<file path="config.mk">
export PLATFORM = sky130hd
export DESIGN_NAME = pin_conditioner
export DESIGN_NICKNAME = d
export VERILOG_FILES = /design/src/rtl/pin_cond_pkg.sv /design/src/rtl/pin_cond_channel.sv /design/src/rtl/pin_conditioner.sv
export SDC_FILE = /design/constraint.sdc
export NUM_CORES = 1
export LEC_CHECK = 0
export CAP_MARGIN = 20
export CORE_UTILIZATION = 45
export DETAILED_ROUTE_END_ITERATION = 8
export GPL_TIMING_DRIVEN = 0
export PLACE_DENSITY_LB_ADDON = 0.12
export SYNTH_ARGS = -nofsm -noshare
export SYNTH_HDL_FRONTEND = slang
export SYNTH_SLANG_ARGS = --single-unit
</file>
<file path="constraint.sdc">
create_clock -name clk -period 1.7 [get_ports clk]
set_input_delay 0.34 -clock clk [delete_from_list [all_inputs] [get_ports clk]]
set_output_delay 0.34 -clock clk [all_outputs]
set_load 0.1 [all_outputs]
</file>
<file path="src/rtl/pin_cond_pkg.sv">
// rtl/pin_cond_pkg.sv - shared defaults and counter sizing for the pin conditioner
package pin_cond_pkg;

    localparam int NUM_CH_DEF          = 2;
    localparam int DEBOUNCE_CYCLES_DEF = 4;

    // Wide enough to hold 0..cycles, so DEBOUNCE_CYCLES=1 still gets one bit
    function automatic int cnt_width(input int cycles);
        return $clog2(cycles + 1);
    endfunction

endpackage

</file>
<file path="src/rtl/pin_cond_channel.sv">
// rtl/pin_cond_channel.sv - one pin: 2-flop synchroniser, debounce filter, strobes, optional toggle
// Toggle flop is only built when PIN_COND_TOGGLE_EN is defined.
module pin_cond_channel
    import pin_cond_pkg::*;
#(
    parameter int   DEBOUNCE_CYCLES = DEBOUNCE_CYCLES_DEF,
    parameter logic RESET_LEVEL     = 1'b1
) (
    input  logic clk,
    input  logic rst,
    input  logic pin,
    output logic level,
    output logic rise,
    output logic fall,
    output logic toggle
);

    localparam int            CW   = cnt_width(DEBOUNCE_CYCLES);
    localparam logic [CW-1:0] LAST = CW'(DEBOUNCE_CYCLES - 1);

    logic          sync1;
    logic          sync2;
    logic [CW-1:0] cnt;
    logic          accept;

    assign accept = (sync2 != level) && (cnt == LAST);

    always_ff @(posedge clk) begin
        if (rst) begin
            sync1 <= RESET_LEVEL;
            sync2 <= RESET_LEVEL;
            level <= RESET_LEVEL;
            cnt   <= '0;
            rise  <= 1'b0;
            fall  <= 1'b0;
        end else begin
            sync1 <= pin;
            sync2 <= sync1;
            rise  <= 1'b0;
            fall  <= 1'b0;
            if (sync2 == level) begin
                cnt <= '0;
            end else if (accept) begin
                level <= sync2;
                cnt   <= '0;
                rise  <= sync2;
                fall  <= ~sync2;
            end else begin
                cnt <= cnt + 1'b1;
            end
        end
    end

`ifdef PIN_COND_TOGGLE_EN
    // Flips on the same edge that raises rise, so toggle changes with the strobe
    always_ff @(posedge clk) begin
        if (rst) begin
            toggle <= 1'b0;
        end else if (accept && sync2) begin
            toggle <= ~toggle;
        end
    end
`else
    assign toggle = 1'b0;
`endif

endmodule

</file>
<file path="src/rtl/pin_conditioner.sv">
// rtl/pin_conditioner.sv - top: NUM_CH independent conditioned pad inputs
// Optional push-on/push-off toggle outputs enabled by PIN_COND_TOGGLE_EN.
module pin_conditioner
    import pin_cond_pkg::*;
#(
    parameter int                NUM_CH          = NUM_CH_DEF,
    parameter int                DEBOUNCE_CYCLES = DEBOUNCE_CYCLES_DEF,
    parameter logic [NUM_CH-1:0] RESET_LEVEL     = {NUM_CH{1'b1}}
) (
    input  logic              clk,
    input  logic              rst,
    input  logic [NUM_CH-1:0] pin_i,
    output logic [NUM_CH-1:0] level_o,
    output logic [NUM_CH-1:0] rise_o,
    output logic [NUM_CH-1:0] fall_o,
    output logic [NUM_CH-1:0] toggle_o
);

    for (genvar g = 0; g < NUM_CH; g++) begin : g_ch
        pin_cond_channel #(
            .DEBOUNCE_CYCLES (DEBOUNCE_CYCLES),
            .RESET_LEVEL     (RESET_LEVEL[g])
        ) u_ch (
            .clk    (clk),
            .rst    (rst),
            .pin    (pin_i[g]),
            .level  (level_o[g]),
            .rise   (rise_o[g]),
            .fall   (fall_o[g]),
            .toggle (toggle_o[g])
        );
    end

endmodule
</file>
# [After elaboration in Yosys (flattened, before gate mapping)]
# Index checks and enable logic that the tools add are counted.
[totals] register_bits=16 inputBits=4 out_inout_bits=8 wordCells=34
[op_classes] addsub=2 eq_ne=6 bitwise_logic=6 n_reduce_logical=8
[op_table] op="$reduce_or 3->1" n=4
[op_table] op="$add 3x1->3 const B" n=2
[op_table] op="$eq 3x2->1 const B" n=2
[op_table] op="$not 1->1" n=6
[op_table] op="$reduce_and 2->1" n=2
[op_table] op="$eq 1x1->1" n=2
[op_table] op="$logic_and 1x1->1" n=2
[op_table] op="$ne 1x1->1" n=2

# [Logic depth before layout (Yosys ltp)]
[depth] depth_word=4 depth_mapped=4 mapped_depth_nobuf=4

# [Modules after synthesis]
# Synthesis repeated with hierarchy kept, for this count alone.
[hier_totals] cells_unflattened=46 area_unflattened_um2=580.6
[modules_own_cells] module="pin_cond_channel" instances=2 cells_each=23 area_per_inst_um2=290.3 seq_area_each_um2=160.2

# [Worst setup path before layout]
# Ideal clock, no wire load.
[synth_timing] path_type="flip-flop to flip-flop" startpoint="register g_ch[1].u_ch.cnt[0]" endpoint="register g_ch[1].u_ch.level" setup_time_ps=120 arrival_ps=1040 t_required_ps=1580 setup_slack_ps=540 path_stages_with_launch=4 n_path_buf=0 period_less_slack_ps=1160 cell_sequence="dfxtp_1 ha_1 ha_1 a211o_2"
[synth_between] elab_chain_cells=3
[synth_rtl] element="start: declaration" line="pin_cond_channel.sv:23" rtl="logic [CW-1:0] cnt;"
[synth_rtl] element="start signal: assignment" line="pin_cond_channel.sv:49" rtl="cnt <= cnt + 1'b1;"
[synth_rtl] element="$eq 3x2->1" line="pin_cond_channel.sv:26" rtl="assign accept = (sync2 != level) && (cnt == LAST);"
[synth_rtl] element="$logic_and 1x1->1" line="pin_cond_channel.sv:26"
[synth_rtl] element="$reduce_and 2->1 (no line)"
[synth_rtl] element="end signal: assignment" line="pin_cond_channel.sv:44" rtl="level <= sync2;"
[synth_rtl] element="end: declaration" line="pin_cond_channel.sv:12" rtl="output logic level,"
# No other way between the ends.
# A chain may end at the register's enable or synchronous reset.

# [Worst setup path in the final report]
[layout_timing] startpoint="register g_ch[0].u_ch.fall" endpoint="output port fall_o[0]"
[layout_rtl] element="start: declaration" line="pin_cond_channel.sv:14" rtl="output logic fall,"
[layout_rtl] element="start signal: assignment" line="pin_cond_channel.sv:47" rtl="fall <= ~sync2;"
[layout_rtl] element="end: declaration" line="pin_conditioner.sv:15" rtl="output logic [NUM_CH-1:0] fall_o,"
# No word-level cell between the ends.

==> metrics.cfg <==
[floorplan]
io_pins=12
die_w_microns=39.51
die_h_microns=39.51
design.core.area_sq_um=1301
die_area_sq_um=1561
std_cell_rows=13
start_util_pct=48.65

[layout]
syn_to_final_growth_pct=22.73
nFillCells=121
num_antenna_cells=0
final_util_pct=59.71
nets=75
drive_above_1_share_pct=46.97
final_area_sq_um=777.0

[yosys]
synth_top_area_share_pct=50.59
ys_async_sr_fraction_pct=0
ys_types=13
synth_edf_count=0
synthCells=52
yosys-top-cells-count=dfxtp_1, buf_4
synth_area_sq_um=633.1
synth-seq-cells=16
ys.warnings.count=0
synth_most_common_cell=dfxtp_1
synth_area_leaders=dfxtp_1, buf_4, and4bb_2, ha_1, nor4b_2
synthFlopType=dfxtp_1
yosysSeqAreaShare_pct=50.59
synth.avg_cell_area_sq_um=12.18
yosysTopAreaCell=dfxtp_1

[clocking]
clkSlewWorstSetupHoldPaths_ps=90
cts_hold_buf=0
numCtsBuffers=3
ctsResizeCount=18
clock_latency_ps=280
clock_path_buffers=2
h-tree-depth=1
cts.sinks=16
tritoncts=yes
cts_root_buf=clkbuf_4
post_cts_buffers=0

[drt]
dr.pass1.iters=2
drt_iter0_markers=4
detail-route-antenna-nets=0
drc=0
routedWlPerCell_microns=9.556
via_per_inst=4.778
routed_wirelength_microns=774
via_count=387

[worst_setup_path]
crit_type=reg -> out
worstPathRequired_ps=1360
crit_buf_inv=2
path_cells=buf_4 > clkdlybuf4s15_2
critPathArrivalTime_ps=1230
cp_slowest_cell=clkdlybuf4s15_2
crit_family=buffers and inverters
critPathMaxFanout=1
slowest_delay_ps=540
start_kind=flip-flop
worst_setup_path_end_kind=output port

[global_routing]
antenna_found_initial=0
grt_pass1_vias=319
grt-ovfl-total=0
grt.total_usage_pct=12.51
grt_max_degree=11
grt_pass1_wl_microns=1255

[min_path]
holdCritPathClass=reg -> reg

[place]
gp_congestion=0.6204
io_buffers=9
placed_area_sq_um=745.7

[power]
leakage_nw=0.3138
peakVddDrop_v=0.0005018
p_per_area_nw_per_um2=865.4

[sta]
period_needed_ps=1574
relSlewSlack_pct=63.98
fin_worst_skew_ps=4.521
setup-violations-final=0
finalHoldViolCount=0
finalSetupTns_ps=0
final_max_slew_viol_count=0
period_share_pct=92.59
worst_pin_slew_ps=542.9
max_freq_mhz=635.3
rsz0062_at_grt=no

[job]
cap_viol_max_count=0

[status]
status=finished, final reports clean

-- worst paths after layout --
kind	from	endpoint	slack, ps	depth (start not counted)
setup reg to reg	g_ch[0].u_ch.cnt[0]$_SDFF_PP0_	g_ch[0].u_ch.level$_SDFFE_PP1P_	480	3
hold / removal	g_ch[0].u_ch.sync1$_SDFF_PP1_	g_ch[0].u_ch.sync2$_SDFF_PP1_	420	1
hold reg to reg	g_ch[0].u_ch.sync1$_SDFF_PP1_	g_ch[0].u_ch.sync2$_SDFF_PP1_	420	1
setup / recovery	g_ch[0].u_ch.fall$_SDFF_PP0_	fall_o[0]	130	2
-- sequential cells by signal (all words and copies together) (netlist names) --
name	cells
g_ch.u_ch.cnt	6
g_ch.u_ch.fall	2
g_ch.u_ch.level	2
g_ch.u_ch.rise	2
g_ch.u_ch.sync1	2
g_ch.u_ch.sync2	2
-- layout make-up --
class                           count  area (sq um)  area share (%)
Timing Repair Buffer                9         85.08           10.95
Buffer                              9         71.32           9.179
Inverter                            2         7.507          0.9662
Tap cell                           15         18.77           2.415
Multi-Input combinational cell     26         237.7           30.60
Clock buffer                        4         36.28           4.670
Sequential cell                    16         320.3           41.22
-- placed cells by master, fill, tap and decap left out --
master | netlist | routed
buf_6 | 1 | 1
buf_4 | 8 | 8
buf_2 | 0 | 2
clkdlybuf4s50_1 | 0 | 3
and4bb_2 | 4 | 4
clkbuf_4 | 0 | 3
nor4_1 | 4 | 4
ha_1 | 4 | 4
dfxtp_1 | 16 | 16
clkbuf_8 | 0 | 1
conb_1 | 1 | 2
nor4b_2 | 2 | 2
clkdlybuf4s15_2 | 0 | 4
or2_2 | 4 | 4
a211o_2 | 2 | 2
nor2b_1 | 2 | 2
inv_1 | 2 | 2
xnor2_1 | 2 | 2
-- worst register-to-register path, stage by stage (launching register included) --
cell	delay, ps
dfxtp_1	330
ha_1	190
ha_1	260
a211o_2	350
-- per-layer routing --
metal,vias to the layer above,global-route usage [%],wire length [microns],share of wire [%]
li1,199,-,-,-
met1,175,13.75,384,50
met2,11,19.67,340,44
met3,2,3.409,40,5.2
met4,0,10.34,9,1.2
met5,-,0,0,0
-- power by group --
group	total [W]	switching, W	internal [W]
Clock	0.000242	0.000112	0.000130
Sequential	0.000384	0.00000312	0.000380
Combinational	0.0000471	0.0000290	0.0000181
Total	0.000672	0.000144	0.000529
-- metrics by stage --
stage | hold WS (ps) | setup WS, ps | instances | power (W)
3_3_place_gp | 393.0 | -252.5 | 77 | 0.0004393
6_report | 416.1 | 126.0 | 81 | 0.0006725
3_5_place_dp | 394.5 | -245.4 | 77 | 0.0004393
4_1_cts | 417.2 | 1.125 | 81 | 0.0006820
2_1_floorplan | 389.5 | 539.5 | 53 | 0.0004284
5_1_grt | 435.0 | 68.00 | 81 | 0.0006995
-- kinds of logic after synthesis --
family / Yosys count / share of synthesized area [%]
adder cells (fa/ha/maj): 4 / 7.905
buffers and inverters: 11 / 12.45
other: 1 / 0.5923
AO/OA/AOI/OAI: 2 / 3.162
XOR/XNOR: 2 / 2.767
flip-flops: 16 / 50.59
AND/OR/NAND/NOR: 16 / 22.53
Power figures use the tool's default switching activity.
